[src/rtl/adder_scheduler_pkg.sv]
// Shared definitions for the adder scheduler: widths, FSM encoding,
// response latencies and the operand conditioning helper.
package adder_scheduler_pkg;

    localparam int WIDTH    = 32;
    localparam int DW_WIDTH = 2 * WIDTH;

    // Accept cycle to first rsp_valid cycle, in clock cycles.
    localparam int LAT_SW = 2;
    localparam int LAT_DW = 3;

    typedef enum logic [1:0] {
        ST_IDLE = 2'd0,
        ST_LO   = 2'd1,
        ST_HI   = 2'd2,
        ST_RESP = 2'd3
    } state_e;

    // Subtraction is A + ~B + 1, so the B operand is inverted for sub.
    function automatic logic [WIDTH-1:0] cond_invert(input logic [WIDTH-1:0] value,
                                                     input logic             invert);
        logic [WIDTH-1:0] result;
        if (invert) begin
            result = ~value;
        end else begin
            result = value;
        end
        return result;
    endfunction

endpackage

[src/rtl/adder_scheduler_if.sv]
// Request/response bundle between the two requesters, the result consumer
// and the adder scheduler.
interface adder_scheduler_if;
    import adder_scheduler_pkg::*;

    logic [1:0]          req_valid;
    logic [1:0]          req_ready;
    logic [DW_WIDTH-1:0] req0_a;
    logic [DW_WIDTH-1:0] req0_b;
    logic [DW_WIDTH-1:0] req1_a;
    logic [DW_WIDTH-1:0] req1_b;
    logic [1:0]          req_sub;
    logic [1:0]          req_dw;
    logic                rsp_valid;
    logic                rsp_ready;
    logic                rsp_id;
    logic [DW_WIDTH-1:0] rsp_sum;
    logic                rsp_cout;

    // Requester/consumer side.
    modport master (
        output req_valid, req0_a, req0_b, req1_a, req1_b, req_sub, req_dw, rsp_ready,
        input  req_ready, rsp_valid, rsp_id, rsp_sum, rsp_cout
    );

    // Scheduler side.
    modport slave (
        input  req_valid, req0_a, req0_b, req1_a, req1_b, req_sub, req_dw, rsp_ready,
        output req_ready, rsp_valid, rsp_id, rsp_sum, rsp_cout
    );
endinterface

[src/rtl/adder_scheduler_rr_arbiter2.sv]
// Two-way round-robin arbiter. Grants only while enabled; on a contended
// request the requester that did not win last time is chosen.
module adder_scheduler_rr_arbiter2 #(
    parameter logic RR_FIRST = 1'b0
) (
    input  logic       clk,
    input  logic       reset,
    input  logic [1:0] req_valid,
    input  logic       enable,
    output logic [1:0] grant_s,
    output logic       grant_id_s
);

    logic last_grant_r;

    // Pick the winner among the currently valid requesters.
    always_comb begin
        grant_s    = 2'b00;
        grant_id_s = 1'b0;
        if (enable) begin
            case (req_valid)
                2'b01: begin
                    grant_s    = 2'b01;
                    grant_id_s = 1'b0;
                end
                2'b10: begin
                    grant_s    = 2'b10;
                    grant_id_s = 1'b1;
                end
                2'b11: begin
                    grant_id_s = ~last_grant_r;
                    grant_s    = last_grant_r ? 2'b01 : 2'b10;
                end
                default: begin
                    grant_s    = 2'b00;
                    grant_id_s = 1'b0;
                end
            endcase
        end else begin
            grant_s    = 2'b00;
            grant_id_s = 1'b0;
        end
    end

    // Remember the last winner; reset so that RR_FIRST wins the first contention.
    always_ff @(posedge clk or posedge reset) begin
        if (reset) begin
            last_grant_r <= ~RR_FIRST;
        end else if (|grant_s) begin
            last_grant_r <= grant_id_s;
        end
    end

endmodule

[src/rtl/nbit_adder.sv]
// Plain N-bit ripple-carry adder shared by the scheduler.
module nbit_adder #(
    parameter int N = 32
) (
    input  logic [N-1:0] a,
    input  logic [N-1:0] b,
    input  logic         cin,
    output logic [N-1:0] sum,
    output logic         cout
);

    // Ripple the carry bit by bit from cin to cout.
    always_comb begin
        logic carry;
        sum   = '0;
        carry = cin;
        for (int i = 0; i < N; i++) begin
            sum[i] = a[i] ^ b[i] ^ carry;
            carry  = (a[i] & b[i]) | (carry & (a[i] ^ b[i]));
        end
        cout = carry;
    end

endmodule

[src/rtl/adder_scheduler.sv]
// Shares one WIDTH-bit ripple adder between two requesters. Single-word
// ops take one adder pass; double-word ops take a low pass and a high pass
// that consumes the registered low carry. Results leave on one
// valid/ready channel tagged with the owning requester.
module adder_scheduler
    import adder_scheduler_pkg::*;
#(
    parameter logic RR_FIRST = 1'b0
) (
    input  logic             clk,
    input  logic             reset,
    adder_scheduler_if.slave sif
);

    state_e              state_r;
    state_e              state_nxt_s;

    logic                arb_enable_s;
    logic [1:0]          grant_s;
    logic                grant_id_s;
    logic                accept_s;

    logic [DW_WIDTH-1:0] op_a_r;
    logic [DW_WIDTH-1:0] op_b_r;
    logic                op_sub_r;
    logic                op_dw_r;
    logic                op_id_r;

    logic [WIDTH-1:0]    add_a_s;
    logic [WIDTH-1:0]    add_b_s;
    logic                add_cin_s;
    logic [WIDTH-1:0]    add_sum_s;
    logic                add_cout_s;

    logic [WIDTH-1:0]    sum_lo_r;
    logic                carry_lo_r;

    logic                rsp_valid_r;
    logic                rsp_id_r;
    logic [DW_WIDTH-1:0] rsp_sum_r;
    logic                rsp_cout_r;

    // Grants are only offered while idle; ready is also held low during reset.
    assign arb_enable_s = (state_r == ST_IDLE) && !reset;

    adder_scheduler_rr_arbiter2 #(
        .RR_FIRST (RR_FIRST)
    ) u_arb (
        .clk        (clk),
        .reset      (reset),
        .req_valid  (sif.req_valid),
        .enable     (arb_enable_s),
        .grant_s    (grant_s),
        .grant_id_s (grant_id_s)
    );

    // A grant is an accept: the requester holds valid until it sees ready.
    assign accept_s      = |grant_s;
    assign sif.req_ready = grant_s;

    // FSM state register.
    always_ff @(posedge clk or posedge reset) begin
        if (reset) begin
            state_r <= ST_IDLE;
        end else begin
            state_r <= state_nxt_s;
        end
    end

    // FSM next-state decode.
    always_comb begin
        state_nxt_s = state_r;
        case (state_r)
            ST_IDLE: begin
                if (accept_s) begin
                    state_nxt_s = ST_LO;
                end else begin
                    state_nxt_s = ST_IDLE;
                end
            end
            ST_LO: begin
                if (op_dw_r) begin
                    state_nxt_s = ST_HI;
                end else begin
                    state_nxt_s = ST_RESP;
                end
            end
            ST_HI: begin
                state_nxt_s = ST_RESP;
            end
            ST_RESP: begin
                if (sif.rsp_ready) begin
                    state_nxt_s = ST_IDLE;
                end else begin
                    state_nxt_s = ST_RESP;
                end
            end
            default: begin
                state_nxt_s = ST_IDLE;
            end
        endcase
    end

    // Latch the winning requester's operation on the accept edge.
    always_ff @(posedge clk or posedge reset) begin
        if (reset) begin
            op_a_r   <= {DW_WIDTH{1'b0}};
            op_b_r   <= {DW_WIDTH{1'b0}};
            op_sub_r <= 1'b0;
            op_dw_r  <= 1'b0;
            op_id_r  <= 1'b0;
        end else if (accept_s) begin
            if (grant_id_s) begin
                op_a_r <= sif.req1_a;
                op_b_r <= sif.req1_b;
            end else begin
                op_a_r <= sif.req0_a;
                op_b_r <= sif.req0_b;
            end
            op_sub_r <= sif.req_sub[grant_id_s];
            op_dw_r  <= sif.req_dw[grant_id_s];
            op_id_r  <= grant_id_s;
        end
    end

    // Steer the low or high word into the adder; the high pass chains the low carry.
    always_comb begin
        add_a_s   = op_a_r[WIDTH-1:0];
        add_b_s   = cond_invert(op_b_r[WIDTH-1:0], op_sub_r);
        add_cin_s = op_sub_r;
        if (state_r == ST_HI) begin
            add_a_s   = op_a_r[DW_WIDTH-1:WIDTH];
            add_b_s   = cond_invert(op_b_r[DW_WIDTH-1:WIDTH], op_sub_r);
            add_cin_s = carry_lo_r;
        end else begin
            add_a_s   = op_a_r[WIDTH-1:0];
            add_b_s   = cond_invert(op_b_r[WIDTH-1:0], op_sub_r);
            add_cin_s = op_sub_r;
        end
    end

    nbit_adder #(
        .N (WIDTH)
    ) u_adder (
        .a    (add_a_s),
        .b    (add_b_s),
        .cin  (add_cin_s),
        .sum  (add_sum_s),
        .cout (add_cout_s)
    );

    // Hold the low-pass sum and carry for the high pass of a double-word op.
    always_ff @(posedge clk or posedge reset) begin
        if (reset) begin
            sum_lo_r   <= {WIDTH{1'b0}};
            carry_lo_r <= 1'b0;
        end else if (state_r == ST_LO) begin
            sum_lo_r   <= add_sum_s;
            carry_lo_r <= add_cout_s;
        end
    end

    // Load the response on the last adder pass; hold it until the consumer takes it.
    always_ff @(posedge clk or posedge reset) begin
        if (reset) begin
            rsp_valid_r <= 1'b0;
            rsp_id_r    <= 1'b0;
            rsp_sum_r   <= {DW_WIDTH{1'b0}};
            rsp_cout_r  <= 1'b0;
        end else begin
            case (state_r)
                ST_LO: begin
                    if (!op_dw_r) begin
                        rsp_valid_r <= 1'b1;
                        rsp_id_r    <= op_id_r;
                        rsp_sum_r   <= {{WIDTH{1'b0}}, add_sum_s};
                        rsp_cout_r  <= add_cout_s;
                    end
                end
                ST_HI: begin
                    rsp_valid_r <= 1'b1;
                    rsp_id_r    <= op_id_r;
                    rsp_sum_r   <= {add_sum_s, sum_lo_r};
                    rsp_cout_r  <= add_cout_s;
                end
                ST_RESP: begin
                    if (sif.rsp_ready) begin
                        rsp_valid_r <= 1'b0;
                    end
                end
                default: begin
                    rsp_valid_r <= rsp_valid_r;
                end
            endcase
        end
    end

    assign sif.rsp_valid = rsp_valid_r;
    assign sif.rsp_id    = rsp_id_r;
    assign sif.rsp_sum   = rsp_sum_r;
    assign sif.rsp_cout  = rsp_cout_r;

endmodule

[src/flat_wrapper.sv]
// flat-port wrapper written by rule: the top's interface ports become plain ports
module adder_scheduler_flat import adder_scheduler_pkg::*;
#(
    parameter logic RR_FIRST = 1'b0
)
  (clk, reset, sif_req_valid, sif_req0_a, sif_req0_b, sif_req1_a, sif_req1_b, sif_req_sub, sif_req_dw, sif_rsp_ready, sif_req_ready, sif_rsp_valid, sif_rsp_id, sif_rsp_sum, sif_rsp_cout);
  adder_scheduler_if sif_i ();
  input  logic clk;
  input  logic reset;
  input wire logic [$bits(sif_i.req_valid)-1:0] sif_req_valid;
  input wire logic [$bits(sif_i.req0_a)-1:0] sif_req0_a;
  input wire logic [$bits(sif_i.req0_b)-1:0] sif_req0_b;
  input wire logic [$bits(sif_i.req1_a)-1:0] sif_req1_a;
  input wire logic [$bits(sif_i.req1_b)-1:0] sif_req1_b;
  input wire logic [$bits(sif_i.req_sub)-1:0] sif_req_sub;
  input wire logic [$bits(sif_i.req_dw)-1:0] sif_req_dw;
  input wire logic [$bits(sif_i.rsp_ready)-1:0] sif_rsp_ready;
  output wire logic [$bits(sif_i.req_ready)-1:0] sif_req_ready;
  output wire logic [$bits(sif_i.rsp_valid)-1:0] sif_rsp_valid;
  output wire logic [$bits(sif_i.rsp_id)-1:0] sif_rsp_id;
  output wire logic [$bits(sif_i.rsp_sum)-1:0] sif_rsp_sum;
  output wire logic [$bits(sif_i.rsp_cout)-1:0] sif_rsp_cout;
  assign sif_i.req_valid = sif_req_valid;
  assign sif_i.req0_a = sif_req0_a;
  assign sif_i.req0_b = sif_req0_b;
  assign sif_i.req1_a = sif_req1_a;
  assign sif_i.req1_b = sif_req1_b;
  assign sif_i.req_sub = sif_req_sub;
  assign sif_i.req_dw = sif_req_dw;
  assign sif_i.rsp_ready = sif_rsp_ready;
  assign sif_req_ready = sif_i.req_ready;
  assign sif_rsp_valid = sif_i.rsp_valid;
  assign sif_rsp_id = sif_i.rsp_id;
  assign sif_rsp_sum = sif_i.rsp_sum;
  assign sif_rsp_cout = sif_i.rsp_cout;
  adder_scheduler #(.RR_FIRST(RR_FIRST)) u_core (.clk(clk), .reset(reset), .sif(sif_i));
endmodule
[config.mk]
export PLATFORM = sky130hd
export DESIGN_NAME = adder_scheduler_flat
export DESIGN_NICKNAME = d
export VERILOG_FILES = /design/src/rtl/adder_scheduler_pkg.sv /design/src/rtl/adder_scheduler_if.sv /design/src/rtl/adder_scheduler_rr_arbiter2.sv /design/src/rtl/nbit_adder.sv /design/src/rtl/adder_scheduler.sv /design/src/flat_wrapper.sv
export SDC_FILE = /design/constraint.sdc
export NUM_CORES = 1
export LEC_CHECK = 0
export CAP_MARGIN = 20
export CORE_ASPECT_RATIO = 0.9
export CORE_UTILIZATION = 53
export DETAILED_ROUTE_END_ITERATION = 8
export GPL_TIMING_DRIVEN = 0
export MAX_ROUTING_LAYER = met4
export PLACE_DENSITY = 0.9
export SLEW_MARGIN = 25
export SYNTH_ARGS = -nofsm -noshare
export SYNTH_HDL_FRONTEND = slang
export SYNTH_SLANG_ARGS = --single-unit
[constraint.sdc]
create_clock -name clk -period 36.7 [get_ports clk]
set_input_delay 9.175 -clock clk [delete_from_list [all_inputs] [get_ports clk]]
set_output_delay 9.175 -clock clk [all_outputs]
set_load 0.01 [all_outputs]
# --- Yosys cells after proc, flatten, opt, wreduce, memory -nomap -nowiden ---
# Index checks and enable logic that the tools add are counted.
totals:
  register_bits: 234
  latchBits: 0
  ram_bits: 0
  rom_bits: 0
  output_inout_bits: 69
  n_memories: 0
classes:
  n_addsub: 0
  mul: 0
  div_mod_pow: 0
  magnitude_cmp: 1
  eq_ne: 8
  shift: 0
  mux: 29
  bitwise_logic: 163
  n_reduce_logical: 8
ops:
  columns: ["op", "count"]
  rows:
  - ["64-bit two-way mux", 3]
  - ["32-bit two-way mux", 4]
  - ["64-bit case mux with 2 select lines", 1]
  - ["1-bit AND", 64]
  - ["32-bit inverter", 2]
  - ["1-bit bitwise XOR", 64]
  - ["1-bit bitwise OR", 32]
  - ["1-bit two-way mux", 12]
  - ["2-bit == test (second input constant)", 4]
  - ["2-bit case mux with 4 select lines", 1]
  - ["2-bit two-way mux", 3]
  - ["1-bit case mux with 2 select lines", 3]
  - ["2-bit case mux with 3 select lines", 1]
  - ["2-bit by 1-bit == test with 1-bit output (second input constant)", 2]
  - ["2-bit inequality test (second input constant)", 2]
  - ["1-bit case mux with 3 select lines", 1]
  - ["3-bit AND reduction", 1]
  - ["3-bit nonzero test", 1]
  - ["2-bit zero test", 1]
  - ["1-bit by 2-bit < comparator with 1-bit output (second input constant)", 1]
  - ["2-bit AND reduction", 1]
  - ["2-bit nonzero test", 1]
  - ["2-bit OR reduction", 1]
  - ["1-bit logical AND", 1]
  - ["other kinds (2)", 2]

# --- Logic depth before layout (Yosys ltp) ---
logic_depth:
  depth_word: 70
  mapped_depth: 46
  ltp_nobuf: 41

# --- Modules after synthesis ---
# From an unflattened synthesis, not the netlist that was laid out.
unflattened:
  hier_cells: 1242
  hier_area_um2: 12365.6
by_module_without_submodules:
  columns: ["mod", "instances", "cells_each", "area_per_inst_um2", "seq_area_each_um2"]
  rows:
  - ["adder_scheduler", 1, 1190, 11616.1, 5830.6]
  - ["nbit_adder", 1, 42, 678.2, 0.0]
  - ["adder_scheduler_rr_arbiter2", 1, 10, 71.3, 26.3]

# --- Worst setup path after synthesis ---
# OpenSTA, ideal clock, no wires.
synth_timing:
  path_type: "input -> output"
  startpoint: "in sif_req_valid[0]"
  endpoint: "out sif_req_ready[0]"
  arrival_time_ns: 10.107
  required_ns: 27.525
  setup_slack_ns: 17.418
  cell_stages: 5
  path_buffers: 3
  cell_sequence: "buf_2 clkbuf_1 clkbuf_1 nand3_1 inv_1"
synth_between:
  elab_chain_len: 3
synth_rtl:
  columns: ["item", "line_no", "text"]
  rows:
  - ["start: declaration", "flat_wrapper.sv:10", "input wire logic [$bits(sif_i.req_valid)-1:0] sif_req_valid;"]
  - ["2-bit == test or 2-bit by 1-bit == test with 1-bit output (tied branches)", "adder_scheduler_rr_arbiter2.sv:21", "case (req_valid)"]
  - ["2-bit case mux with 3 select lines (*)", "adder_scheduler_rr_arbiter2.sv:21", null]
  - ["2-bit two-way mux (*)", "adder_scheduler_rr_arbiter2.sv:20", "if (enable) begin"]
  - ["end: declaration", "flat_wrapper.sv:18", "output wire logic [$bits(sif_i.req_ready)-1:0] sif_req_ready;"]
# Every way passes the cells marked *; elsewhere a longest branch is shown, timed or not.

# --- Final worst setup path ---
# Same ends and word-level chain as after synthesis.

==> flow_summary.toml <==
[outcome]
outcome = "complete, no violations"

[placed_design]
dp_hpwl_mm = 32.5
place_congestion = 0.955
io_buffers = 332

[clock_network]
hold_buffers = 0
cts.sinks = 234
cts_buffers = 25
clk_pin_slew_ns = 0.06
cts_setup_buffers = 0
clockBufferDepth = 3
cts_tree = "yes"
cts_resized = 0
insertion_delay_ns = 0.54
cts_root_buf = "clkbuf_16"
htree_levels = 1

[sta]
final_hold_viol_count = 0
rsz0062_at_grt = "no"
fin_crit_sh = 0.561
finalSetupViolations = 0
period_minus_slack_ns = 20.57
fmax_mhz = 48.6
fin_worst_skew_ns = 0.0201
worstMarginPinSlew_ns = 0.754
slew_violations = 0
holdWs_ns = 0.486
timing.setup.tns_ns = 0
max-slew-margin-rel = 0.497

[logic_synthesis]
synth_seq_cells = 234
syn_nets = 1392
synth_top_family_by_area = "simple AND/OR/NAND/NOR gates"
synth-xor-area-share = 0.0224
netlist_area_mm2 = 0.0125
yosysWarnings = 0
synthCells = 1095
synth_compound_area_frac = 0.153
muxShareOfSynthArea = 0.0869
seq_area_frac_synth = 0.469
synthSimpleGateAreaFrac = 0.168
synth_cell_types = 31
synth-adder-area-share = 0.0513
syn_avg_cell_area_um2 = 11.4

[route]
wl_per_cell_um = 23.6
via_per_inst = 6.13
ant_nets = 0
detail_route.wirelength_mm = 41.8
vias = 10873
drtPass1Iterations = 5
drc = 0
drt_iter0_markers = 909

[critical_path]
path_cells = "buf_2 > clkbuf_1 > clkbuf_1 > nand3_1 > inv_1 > clkdlybuf4s50_1"
crit_type = "in2out"
end_kind = "primary output"
arrival_ns = 11.40
cp.required_ns = 27.52
cpPeakStageDelay_ns = 0.60
critical_path_buf_inv_count = 5
worst_path_most_repeated_cell = "clkbuf_1"
crit_path_start_kind = "input pin"
cpMaxStageDelayCell = "clkbuf_1"
critical_path.top_delay_family = "buffers and inverters"
cp_max_fo = 10

[power]
p_sw_w = 0.000780
p_sw_frac = 0.433
irDropWorstVdd_uv = 72.1
cellPowerDensity_mw_per_mm2 = 106
power.leakage_nw = 6.98
power_frac_clock = 0.141
p_seq_frac = 0.273
p_comb_frac = 0.586
internal_power_w = 0.00102

[worst_hold_path]
hold_path.class = "reg2reg"

[global_routing]
antenna_found_initial = 1
grt_overflow_total = 0
grtUsageMet2 = 0.564
met1_usage = 0.490
grt_max_degree = 97
grt_pass1_vias = 11102
use_met3 = 0.0505
grtUsageTotal = 0.364
top_usage_layer = "met2"
grt_first_pass_wirelength_mm = 63.8

[floorplan]
start_util = 0.548
dieHeight_um = 148
die_w_um = 164
num_rows = 52
core_mm2 = 0.0228
io_pins = 334
dieArea_mm2 = 0.0242

[layout]
nNetsFinal = 1753
fill_cells = 1526
area_growth_pct = 36.8
drive_gt1_frac = 0.170
final_util = 0.750
multi_input_area_mm2 = 0.00601
final-seq-area_mm2 = 0.00586
mostFrequentLayoutCells = "332 x clkdlybuf4s50_1, 233 x dfrtp_1, 177 x nand2_1"
final_common_cell = "clkdlybuf4s50_1"

[flow_run]
cap_violations = 0
cell families after synthesis:
family	count (synthesis)
flip-flops	234
adder cells (fa/ha/maj)	32
XOR/XNOR	32
multiplexers	103
AND/OR/NAND/NOR	347
AO/OA/AOI/OAI	225
buffers and inverters	122
path summary, 6_finish.rpt:
| path | startpoint | endpoint | slack, ns | cells after the start |
|---|---|---|---|---|
| hold / removal | u_core.sum_lo_r[13] | u_core.sum_lo_r[13] | 0.49 | 2 |
| hold reg to reg | u_core.sum_lo_r[13] | u_core.sum_lo_r[13] | 0.49 | 2 |
| setup / recovery | sif_req_valid[0] | sif_req_ready[0] | 16.13 | 6 |
| setup reg to reg | u_core.state_r[1] | u_core.sif.rsp_sum[31] | 21.59 | 46 |
| min in group asynchronous | reset | u_core.sif.rsp_sum[53] | 9.18 | 2 |
| max in group asynchronous | reset | u_core.op_a_r[28] | 26.72 | 3 |
flip-flops by register name, indices dropped and copies added, names as in the netlist:
name,flops
u_core.op_a_r,64
u_core.op_b_r,64
u_core.sif.rsp_sum,64
u_core.sum_lo_r,32
u_core.state_r,2
u_core.carry_lo_r,1
u_core.op_dw_r,1
u_core.op_id_r,1
u_core.op_sub_r,1
u_core.sif.rsp_cout,1
u_core.sif.rsp_id,1
u_core.sif.rsp_valid,1
u_core.u_arb.last_grant_r,1
cells in the mapped netlist:
cell type  count  area (µm²)
a21oi_1       28         140
a221o_1      130        1300
a22o_1         4        35.0
a22oi_1        1        7.51
and3_1         2        12.5
buf_2         45         225
buf_4          3        22.5
buf_6         12         135
clkbuf_1      55         206
dfrtp_1      233        5830
dfstp_2        1        26.3
fa_1          32         641
inv_1          7        26.3
mux2_2        43         484
mux2i_1       60         601
nand2_1      177         664
nand2b_1       3        18.8
nand3_1        1        5.00
nor2_1         2        7.51
nor2b_1        2        12.5
nor3_1        30         150
nor3_2       101        1010
nor3b_1       28         210
o21a_1         3        22.5
o21ai_0       29         145
o21ai_1        1        5.00
o21ai_2        1        8.76
o2bb2ai_1     28         245
or3_1          1        6.26
xnor2_1        4        35.0
xor2_1        28         245
per-stage QoR:
stage,cells,area [µm²],total power [W],setup slack [ns]
CTS,1772,17100,0.00178,16.18
finish,1773,17100,0.00180,16.13
global placement,1724,16200,0.00146,16.16
global route,1773,17100,0.00189,16.06
floorplan,1095,12500,0.00110,17.42
detailed placement,1726,16200,0.00151,16.18
routing by layer:
layer,vias up,wire [µm],part of all wire
li1,4742,-,-
met1,5368,16900,0.40
met2,648,19700,0.47
met3,115,3420,0.082
met4,0,1750,0.042
met5,-,0,0
area by class of cell:
cell class              count  share of cell area
diodes                      1            0.000146
plain buffers             115              0.0345
clock buffers              36              0.0431
clock inverters            10             0.00571
inverters                   7             0.00198
multi-input cells         739               0.352
flip-flops and latches    234               0.343
well taps                 297              0.0218
repair buffers            334               0.198
power groups by stage:
stage          logic (W)  clock network (W)  registers (W)
6_report         0.00106           0.000254       0.000493
5_1_grt          0.00112           0.000265       0.000501
4_1_cts          0.00104           0.000254       0.000488
3_5_place_dp     0.00102                  0       0.000489
3_3_place_gp    0.000974                  0       0.000484
2_1_floorplan   0.000628                  0       0.000468
worst min-delay path, stage by stage (launching register included):
cell	delay, ns
dfrtp_1	0.34
nand2_1	0.05
o21ai_0	0.06
(Power assumes the default switching activity.)
